===== src/rtl/set_ctrl_pkg.sv =====
// Shared types and constants for the clock time-setting controller (set_ctrl).
package set_ctrl_pkg;

    typedef enum logic [1:0] {
        RUN  = 2'd0,
        HOUR = 2'd1,
        MIN  = 2'd2,
        SEC  = 2'd3
    } state_t;

    localparam logic [2:0] SEL_NONE = 3'b000;
    localparam logic [2:0] SEL_HOUR = 3'b100;
    localparam logic [2:0] SEL_MIN  = 3'b010;
    localparam logic [2:0] SEL_SEC  = 3'b001;

    function automatic logic [2:0] sel_of(input state_t s);
        case (s)
            HOUR:    return SEL_HOUR;
            MIN:     return SEL_MIN;
            SEC:     return SEL_SEC;
            default: return SEL_NONE;
        endcase
    endfunction

endpackage


===== src/rtl/set_ctrl_cyc_cnt.sv =====
// Terminal-count counter 0..N-1 with synchronous clear; end_cnt flags the wrap cycle.
module cyc_cnt #(
    parameter int N = 4
) (
    input  logic clk,
    input  logic rst_n,
    input  logic clr,
    input  logic en,
    output logic end_cnt
);

    localparam int W = (N > 1) ? $clog2(N) : 1;
    localparam logic [W-1:0] LAST = W'(N - 1);

    logic [W-1:0] cnt;

    // NOTE: sequential state is written with <= so every register samples pre-edge values.
    always_ff @(posedge clk) begin
        if (!rst_n) begin
            cnt <= '0;
        end else if (clr) begin
            cnt <= '0;
        end else if (en) begin
            cnt <= (cnt == LAST) ? '0 : cnt + 1'b1;
        end
    end

    // A clear in the same cycle suppresses the terminal event.
    assign end_cnt = en && !clr && (cnt == LAST);

endmodule


===== src/rtl/set_ctrl.sv =====
// Time-setting controller: RUN -> HOUR -> MIN -> SEC -> RUN with field blink.
// Define SET_CTRL_TIMEOUT_EN to return to RUN after T_TIMEOUT idle cycles in a set state.
module set_ctrl
    import set_ctrl_pkg::*;
#(
    parameter int T_BLINK   = 20,
    parameter int T_TIMEOUT = 100
) (
    input  logic       clk,
    input  logic       rst_n,
    input  logic       mode_vld,
    input  logic       up_vld,
    input  logic       down_vld,
    output logic [2:0] sel,
    output logic       inc,
    output logic       dec,
    output logic       run_en,
    output logic       show,
    output logic       done
);

    state_t state, state_next;
    logic   in_set;
    logic   blink_clr, blink_end;
    logic   timeout;

    assign in_set = (state != RUN);

    always_ff @(posedge clk) begin
        if (!rst_n) state <= RUN;
        else        state <= state_next;
    end

    // NOTE: state_next gets its default first so no path leaves it unassigned (no latch).
    always_comb begin
        state_next = state;
        if (mode_vld) begin
            case (state)
                RUN:     state_next = HOUR;
                HOUR:    state_next = MIN;
                MIN:     state_next = SEC;
                default: state_next = RUN;
            endcase
        end else if (timeout && in_set) begin
            state_next = RUN;
        end
    end

    // Keep the field visible while it is being adjusted or just entered.
    assign blink_clr = !in_set || (state_next != state) || up_vld || down_vld;

    cyc_cnt #(.N(T_BLINK)) u_blink (
        .clk     (clk),
        .rst_n   (rst_n),
        .clr     (blink_clr),
        .en      (in_set),
        .end_cnt (blink_end)
    );

`ifdef SET_CTRL_TIMEOUT_EN
    cyc_cnt #(.N(T_TIMEOUT)) u_idle (
        .clk     (clk),
        .rst_n   (rst_n),
        .clr     (!in_set || mode_vld || up_vld || down_vld),
        .en      (in_set),
        .end_cnt (timeout)
    );
`else
    // T_TIMEOUT only matters when the idle timer is built.
    logic unused_timeout_param;
    assign unused_timeout_param = (T_TIMEOUT > 0);
    assign timeout = 1'b0;
`endif

    always_ff @(posedge clk) begin
        if (!rst_n) begin
            sel    <= SEL_NONE;
            inc    <= 1'b0;
            dec    <= 1'b0;
            run_en <= 1'b1;
            show   <= 1'b1;
            done   <= 1'b0;
        end else begin
            sel    <= sel_of(state_next);
            run_en <= (state_next == RUN);
            inc    <= in_set && !mode_vld && up_vld && !down_vld;
            dec    <= in_set && !mode_vld && down_vld && !up_vld;
            done   <= in_set && (state_next == RUN);
            if (blink_clr)      show <= 1'b1;
            else if (blink_end) show <= ~show;
        end
    end

endmodule


===== config.mk =====
export PLATFORM = sky130hd
export DESIGN_NAME = set_ctrl
export DESIGN_NICKNAME = d
export VERILOG_FILES = /design/src/rtl/set_ctrl_pkg.sv /design/src/rtl/set_ctrl_cyc_cnt.sv /design/src/rtl/set_ctrl.sv
export SDC_FILE = /design/constraint.sdc
export NUM_CORES = 1
export LEC_CHECK = 0
export ABC_AREA = 1
export CAP_MARGIN = 20
export CORE_MARGIN = 1
export CORE_UTILIZATION = 30
export DETAILED_ROUTE_END_ITERATION = 8
export PLACE_DENSITY = 0.59
export SKIP_CTS_REPAIR_TIMING = 1
export SLEW_MARGIN = 20
export SYNTH_ARGS = -nofsm -noshare
export SYNTH_HDL_FRONTEND = slang
export SYNTH_HIERARCHICAL = 1
export SYNTH_SLANG_ARGS = --single-unit

===== constraint.sdc =====
create_clock -name clk -period 3.5 [get_ports clk]
set_input_delay 0.35 -clock clk [delete_from_list [all_inputs] [get_ports clk]]
set_output_delay 0.35 -clock clk [all_outputs]
set_load 0.03 [all_outputs]

==> impl_metrics.env, run 1 <==
export IMPL_status="finished, final reports clean"
export IMPL_nets=115
export IMPL_power_density_mw_per_mm2=395
export IMPL_ant_nets=0
export IMPL_ctsLongestPathBuffers=2
export IMPL_crit_path_start_kind="flop"
export IMPL_path_class="flop to flop"
export IMPL_wl_per_cell_microns=8.99
export IMPL_seqCellArea_sq_um=300
export IMPL_numCtsBuffers=3
export IMPL_drive_gt1_share_pct=18.9
export IMPL_vdd_drop_max_uv=337
export IMPL_avgSynthCellArea_sq_um=8.02
export IMPL_cts_tree="yes"
export IMPL_crit_path_max_fanout=8
export IMPL_finalCriticalPeriod_ps=1810
export IMPL_dp_hpwl_microns=978
export IMPL_die_area_sq_mm=0.00263
export IMPL_synth_fa_ha_area_share_pct=5.15
export IMPL_die_x_microns=51.3
export IMPL_crit_arrival_ps=2030
export IMPL_synthesis_area_sq_um=729
export IMPL_vias=577
export IMPL_critPathRequiredTime_ps=3720
export IMPL_antenna_found_initial=0
export IMPL_finalWeightedCongestion=0.745
export IMPL_final_cell_mix="16 x nor2_1, 15 x dfxtp_1, 13 x inv_1, 13 x nand2_1, 12 x clkdlybuf4s50_1"
export IMPL_row_count=17
export IMPL_vias_per_cell=4.31
export IMPL_synth_xor_area_share_pct=3.60
export IMPL_power_leakage_nw=0.356
export IMPL_clock_skew_ps=14.0
export IMPL_synth_top_family_by_area="simple AND/OR/NAND/NOR gates"
export IMPL_die_height_microns=51.3
export IMPL_yosysWarnings=6
export IMPL_dp_cells=130
export IMPL_hold_violations=0
export IMPL_max_slew_worst_pin_slew_ps=441
export IMPL_tns_ps=0
export IMPL_multiInputGateArea_sq_um=365
export IMPL_place_area_sq_um=873
export IMPL_layout_commonest_cell="nor2_1"
export IMPL_portBuffers=12
export IMPL_drc_errors=0
export IMPL_synth_mux_area_share_pct=0
export IMPL_synth_compound_area_share_pct=5.49
export IMPL_drv_slew=0
export IMPL_dr_first_iter_drc_count=3
export IMPL_yosys_area_share_simple_pct=35.8
export IMPL_ctsRootBufferMaster="clkbuf_4"
export IMPL_io_pins=13
export IMPL_ys_seq_area_share_pct=41.2
export IMPL_stdcell_area_sq_um=903
export IMPL_initial_core_util_pct=32.4
export IMPL_hp_class="flop to flop"
export IMPL_fmax_ghz=0.553
export IMPL_cap_violations=0
export IMPL_clkLatencyLatePin_ps=290
export IMPL_wl_microns=1200
export IMPL_finalCritPeriodShare_pct=51.6
export IMPL_synth_nets=99
export IMPL_fillers=254
export IMPL_gr_usage_all_layers_pct=11.1
export IMPL_antenna_cells=0
export IMPL_synth_distinct_cells=21
export IMPL_first_pass_iters=4
export IMPL_cts_max_level=1
export IMPL_ys_ff_latch=15
export IMPL_fin_cells=134
export IMPL_grt_pass1_wl_microns=2190
export IMPL_synthCells=91
export IMPL_rsz0062_at_grt="false"
export IMPL_grt_pass1_vias=551
export IMPL_max_slew_margin_pct=70.5
export IMPL_grt_start_max_net_pins=11
export IMPL_clock_sinks=15
export IMPL_core_sq_mm=0.00225
export IMPL_area_growth_syn_to_layout_pct=23.8
export IMPL_setup_viol=0
export IMPL_critPathCaptureType="flop"
export IMPL_path_clk_slew_ps=100
export IMPL_grt_overflow_total=0
==> area by class of cell <==
cell class | count | share of cell area [%]
Sequential cell | 15 | 33.2
Multi-Input combinational cell | 61 | 40.4
Clock buffer | 3 | 2.49
Tap cell | 28 | 3.88
Inverter | 14 | 5.82
Timing Repair Buffer | 12 | 13.3
Clock inverter | 1 | 0.831
==> final timing paths <==
kind	slack [ps]	to	from	cells past startpoint
worst max-delay path	1690	u_blink/cnt[1]$_SDFFE_PP0P_	state[0]$_SDFF_PN0_	11
worst min-delay path	510	u_blink/cnt[1]$_SDFFE_PP0P_	u_blink/cnt[1]$_SDFFE_PP0P_	2
worst max register to register	1690	u_blink/cnt[1]$_SDFFE_PP0P_	state[0]$_SDFF_PN0_	11
worst min register to register	510	u_blink/cnt[1]$_SDFFE_PP0P_	u_blink/cnt[1]$_SDFFE_PP0P_	2
==> cell families after synthesis <==
kind of cell,count (synthesis)
xor+xnor,3
compound gates,5
flops,15
simple gates,50
buf+inv,15
fa+ha+maj,3
==> per-layer routing <==
layer / up-vias / wire length [microns] / GRT usage, %
li1: 313 / - / -
met1: 252 / 556 / 13.3
met5: - / 0 / 0
met2: 12 / 598 / 18.9
met3: 0 / 49 / 5.65
met4: 0 / 0 / 0
==> synthesized netlist by cell type <==
master   count  area, sq um
buf_6        1         11.3
dfxtp_1     15          300
ha_1         3         37.5
inv_1       13         48.8
inv_2        1         3.75
nand2_1     13         48.8
nand2_2      3         18.8
nand2_4      2         22.5
nand3_1      7         35.0
nor2_1      16         60.1
nor2_2       5         31.3
nor3_1       1         5.00
nor3_2       1         10.0
nor4_4       1         21.3
o21ai_0      1         5.00
o21ai_1      2         10.0
o21ai_2      1         8.76
o21ai_4      1         16.3
or2_4        1         8.76
xnor2_1      1         8.76
xor2_1       2         17.5
==> stage by stage <==
stage,total power (W),setup WS (ps),utilization (%),hold slack (ps)
detailed placement,0.000261,1470,38.7,497
finish,0.000357,1690,40.1,512
floorplan,0.000239,1930,-,419
CTS,0.000363,1670,40.1,511
global placement,0.000260,1520,38.7,487
global route,0.000378,1460,40.1,544
==> report_power, final <==
part	total [W]	switching [W]	internal, W	leakage [nW]
logic	0.0000753	0.0000461	0.0000292	0.220
registers	0.000181	0.00000331	0.000178	0.122
clock network	0.000100	0.0000567	0.0000434	0.0139
total	0.000357	0.000106	0.000251	0.356
==> critical path, cell delays in order (launching register included) <==
cell,delay (ps)
dfxtp_1,390
inv_1,90
ha_1,240
inv_1,230
nand2_1,90
nand3_1,70
nand2_1,70
inv_1,70
nand2_1,60
nor2_1,220
o21ai_0,120
nor2_1,90
==> sequential cells by signal, indices dropped and copies added, names as in the netlist <==
register	flops
done	1
dec	1
sel	3
state	2
run_en	1
inc	1
u_blink/cnt	5
show	1
(Power assumes the default switching activity.)
==> inputs of run 2 (changes only) <==
- clock period: 3.5 -> 1.8 ns (I/O delays scaled with it)
==> run 2 against run 1 <==
Global-route usage grew 0.57 points. Non-clock buffer count grew 2. Count of clock-buffer cells in the layout is the same. Flip-flop and latch count is the same. Combinational power grew 120%.
==> impl_metrics.env, run 2 (same netlist as run 1, synthesis figures left out) <==
export IMPL_utilization_pct=41.3
export IMPL_regMostFlops="u_blink/cnt"
export IMPL_max_slew_worst_pin_slew_ps=311
export IMPL_grt_start_max_net_pins=10
export IMPL_ctsRootBufferMaster="clkbuf_4"
export IMPL_cts_max_level=1
export IMPL_fmax_ghz=0.601
export IMPL_hold_violations=0
export IMPL_crit_path_start_kind="flop"
export IMPL_critPathRequiredTime_ps=2030
export IMPL_hp_class="flop to flop"
export IMPL_clkLatencyLatePin_ps=280
export IMPL_slowest_stage="dfxtp_1"
export IMPL_dp_hpwl_microns=981
export IMPL_vdd_drop_max_uv=553
export IMPL_core_sq_mm=0.00225
export IMPL_clock_skew_ps=2.94
export IMPL_area_growth_syn_to_layout_pct=27.6
export IMPL_io_pins=13
export IMPL_gr_usage_all_layers_pct=11.7
export IMPL_antenna_found_initial=0
export IMPL_power_leakage_nw=0.369
export IMPL_row_count=17
export IMPL_die_area_sq_mm=0.00263
export IMPL_cts_tree="yes"
export IMPL_tns_ps=0
export IMPL_path_class="flop to flop"
export IMPL_portBuffers=12
export IMPL_crit_path_max_fanout=3
export IMPL_critPathCaptureType="flop"
export IMPL_wl_microns=1260
export IMPL_clock_sinks=15
export IMPL_antenna_cells=0
export IMPL_initial_core_util_pct=32.4
export IMPL_drc_errors=0
export IMPL_finalCritPeriodShare_pct=92.4
export IMPL_vias_per_cell=4.19
export IMPL_dr_first_iter_drc_count=3
export IMPL_die_x_microns=51.3
export IMPL_final_cell_mix="15 x nor2_1, 15 x dfxtp_1, 13 x nand2_1, 12 x clkdlybuf4s50_1, 11 x inv_1"
export IMPL_crit_arrival_ps=1890
export IMPL_finalCriticalPeriod_ps=1660
export IMPL_fillers=246
export IMPL_path_clk_slew_ps=90
export IMPL_reg_top3="u_blink/cnt (5), sel (3), state (2)"
export IMPL_die_height_microns=51.3
export IMPL_rsz0062_at_grt="false"
export IMPL_finalWeightedCongestion=0.728
export IMPL_power_density_mw_per_mm2=757
export IMPL_setup_viol=0
export IMPL_grt_overflow_total=0
export IMPL_nets=117
export IMPL_cap_violations=0
export IMPL_vias=570
export IMPL_largest_reg_flops=5
export IMPL_numCtsBuffers=3
export IMPL_ctsLongestPathBuffers=2
export IMPL_path_cells="inv_1 > ha_4 > nand2_4 > nand3_1 > inv_1 > nor2_2 > nand2_1 > nor2_1 > xor2_1 > nor2_1 > nand3_1"
export IMPL_max_slew_margin_pct=79.2
export IMPL_slowest_delay_ps=380
export IMPL_status="finished, final reports clean"
export IMPL_drive_gt1_share_pct=24.1
export IMPL_grt_pass1_wl_microns=2270
export IMPL_ant_nets=0
export IMPL_grt_pass1_vias=567
export IMPL_first_pass_iters=2
export IMPL_drv_slew=0
export IMPL_wl_per_cell_microns=9.27
## run 2: cell count changes in the layout (fill, tap and decap cells not counted)
cell        delta
ha_4           +1
clkinv_2       +1
nor2_1         -1
inv_2          +2
buf_4          +2
ha_1           -1
clkinvlp_4     -1
inv_1          -2
nor2_2         +1
## run 2: stage by stage
stage	setup slack, ps	instance area (sq um)	instances	total power (W)	hold slack (ps)
after floorplan	233	729	91	0.000464	249
after global placement	119	888	132	0.000513	490
after detailed placement	70.2	888	132	0.000514	489
after CTS	87.6	916	136	0.000705	502
after global routing	5.78	931	136	0.000747	522
final	137	931	136	0.000704	502
## run 2: area by class of cell
cell class | count | area [sq um] | area share, %
multi-input cells | 61 | 380 | 40.9
inverters | 14 | 52.6 | 5.65
clock inverters | 1 | 5.00 | 0.538
clock buffers | 3 | 22.5 | 2.42
well taps | 28 | 35.0 | 3.76
flip-flops and latches | 15 | 300 | 32.3
repair buffers | 14 | 135 | 14.5
## run 2: final timing paths
| path | from | depth (start not counted) | slack, ps | end |
|---|---|---|---|---|
| worst min register to register | u_blink/cnt[1]$_SDFFE_PP0P_ | 2 | 500 | u_blink/cnt[1]$_SDFFE_PP0P_ |
| worst min-delay path | u_blink/cnt[1]$_SDFFE_PP0P_ | 2 | 500 | u_blink/cnt[1]$_SDFFE_PP0P_ |
| worst max register to register | state[0]$_SDFF_PN0_ | 11 | 140 | show$_SDFFE_PP1P_ |
| worst max-delay path | state[0]$_SDFF_PN0_ | 11 | 140 | show$_SDFFE_PP1P_ |
## run 2: power breakdown
part,leakage (nW),switching [W],total (W),internal [W]
clock,0.0177,0.000106,0.000189,0.0000825
combinational,0.229,0.0000934,0.000163,0.0000693
sequential,0.122,0.00000685,0.000353,0.000346
total,0.369,0.000207,0.000704,0.000498
## run 2: per-layer routing
layer  share of wire (%)  global-route usage (%)  vias up
met5                   0                       0        -
met4                 1.1                    6.76        0
met3                 3.3                    1.79        2
met2                  49                    20.0       10
met1                  46                    13.7      243
li1                    -                       -      315
## run 2: critical path, delay by kind of cell, from the launching register on
kind	cells	cell delay, ps
AND/OR/NAND/NOR	7	590
buffers and inverters	2	160
XOR/XNOR	1	170
flip-flops	1	380
adder cells (fa/ha/maj)	1	290
==> RTL change: new RTL, settings of run 1 <==
Re-encode `state_t` (4 states) as one-hot, 4 bits wide.
--- a/src/rtl/set_ctrl_pkg.sv
+++ b/src/rtl/set_ctrl_pkg.sv
@@ -1,11 +1,11 @@
 // Shared types and constants for the clock time-setting controller (set_ctrl).
 package set_ctrl_pkg;
 
-    typedef enum logic [1:0] {
-        RUN  = 2'd0,
-        HOUR = 2'd1,
-        MIN  = 2'd2,
-        SEC  = 2'd3
+    typedef enum logic [3:0] {
+        RUN  = 4'b0001,
+        HOUR = 4'b0010,
+        MIN  = 4'b0100,
+        SEC  = 4'b1000
     } state_t;
 
     localparam logic [2:0] SEL_NONE = 3'b000;
Formal check against the unedited RTL: no difference found for any inputs over 10 cycles, from zero or initial values and one cycle with rst_n low; not proved beyond that.
==> RTL change against run 1 <==
- final area is 3.9% higher
- synthesized area is 3.6% higher
- wire length is 11% higher
- core utilization is 0.78 points higher
- total power is 2.3% higher
- register-to-register slack better by 330 ps
- maximum frequency is 8.3% higher
- sequential cell count is 2 higher
- non-clock buffer count stayed put
- worst setup slack better by 140 ps
- highest routed layer is now met4
==> RTL change: results (changes against run 1) <==
FINAL_STANDARD_CELL_UTILIZATION_OF_THE_CORE_PCT=40.8  # +0.78 points
SYNTH.TOP_CELLS.BY_AREA='sky130_fd_sc_hd__dfxtp_1 (45%), sky130_fd_sc_hd__nor2_1 (11%), sky130_fd_sc_hd__nand2_1 (9.4%)'
POWER.SEQUENTIAL.FRACTION_PCT=55.8  # +5.0 points
PLACE_HPWL_MM=1.01  # +3.7%
DRT_ITER0_MARKERS=17  # +14
PLACE.DETAILED.INSTANCES=143  # +10%
POST_SYNTH_MOST_FREQUENT_CELLS='sky130_fd_sc_hd__nor2_1 (23), sky130_fd_sc_hd__nand2_1 (19), sky130_fd_sc_hd__dfxtp_1 (17), sky130_fd_sc_hd__inv_1 (14), sky130_fd_sc_hd__nand2_2 (5)'
SLEW_HEADROOM_PCT=78.1  # +7.6 points
SYN_INST=103  # +13%
WL_MET3_UM=47  # -4.1%
VDD_IR_DROP_MAX_mV=0.225  # -33%
CRITICAL_PATH.STARTPOINT='show'
R2R-END='show'
CPLARGESTDELAYFAMILY='buffers and inverters'
CRIT_FANOUT=2  # -6
GRT_USE_MET2_PCT=20.1  # +1.2 points
GP_CONGESTION=0.758  # +1.8%
WORST_REG_TO_REG_PATH_CELL_COUNT=10  # -1
CRIT_END='show'
CELLLEAKAGEPOWER_nW=0.388  # +9.0%
SKEW_PS=3.43  # -10.6 ps
GRT_USE_MET3_PCT=3.19  # -2.5 points
HIGHEST_LAYER_USED_FOR_SIGNAL_ROUTING='met4'
REG2REG_SETUP_SLACK_PS=2020  # +330 ps
NUM-NETS-FINAL=126  # +9.6%
OUTCOME='finished clean'
POWER_SEQUENTIAL_W=0.000204  # +13%
SEQ_AREA_FRAC_SYNTH_PCT=45.0  # +3.9 points
VIA_COUNT=651  # +13%
DRIVE_ABOVE_1_SHARE_PCT=16.0  # -2.9 points
GRT_USE_TOTAL_PCT=11.3  # +0.17 points
SYNTH.DISTINCT_CELLS=20  # -4.8%
DETAIL_ROUTE.VIAS_PER_CELL=4.43  # +2.8%
MET1_ROUTED_WIRELENGTH_AFTER_DETAILED_ROUTING_UM=607  # +9.2%
VIAS_IN_THE_FIRST_GLOBAL_ROUTE=589  # +6.9%
MET1_DEMAND_TO_CAPACITY_SHARE_IN_GLOBAL_ROUTING_PCT=12.7  # -0.61 points
DPL-INSTANCE-AREA_UM2=911  # +4.3%
## RTL change: changes by cell type in the layout (fill, tap and decap cells not counted), moves of 2 or more
cell,before,now
sky130_fd_sc_hd__nor2_1,16,23
sky130_fd_sc_hd__ha_1,3,1
sky130_fd_sc_hd__nand2_1,13,19
sky130_fd_sc_hd__nor4_1,0,2
sky130_fd_sc_hd__nand3_1,7,3
sky130_fd_sc_hd__a21oi_1,0,2
sky130_fd_sc_hd__nand2_2,3,5
sky130_fd_sc_hd__dfxtp_1,15,17
## RTL change: cell type report
type | count | area [um^2]
multi-input cells | 70 | 355
clock inverters | 1 | 5.00
flip-flops and latches | 17 | 340
clock buffers | 3 | 22.5
well taps | 28 | 35.0
repair buffers | 12 | 120
inverters | 16 | 60.1
fillers | 256 | 1360
## RTL change: logic make-up after synthesis
kind of cell,share of synthesized area (%)
AND/OR/NAND/NOR,37.1
flip-flops,45.0
buffers and inverters,7.95
AO/OA/AOI/OAI,4.80
XOR/XNOR,3.48
adder cells (fa/ha/maj),1.66
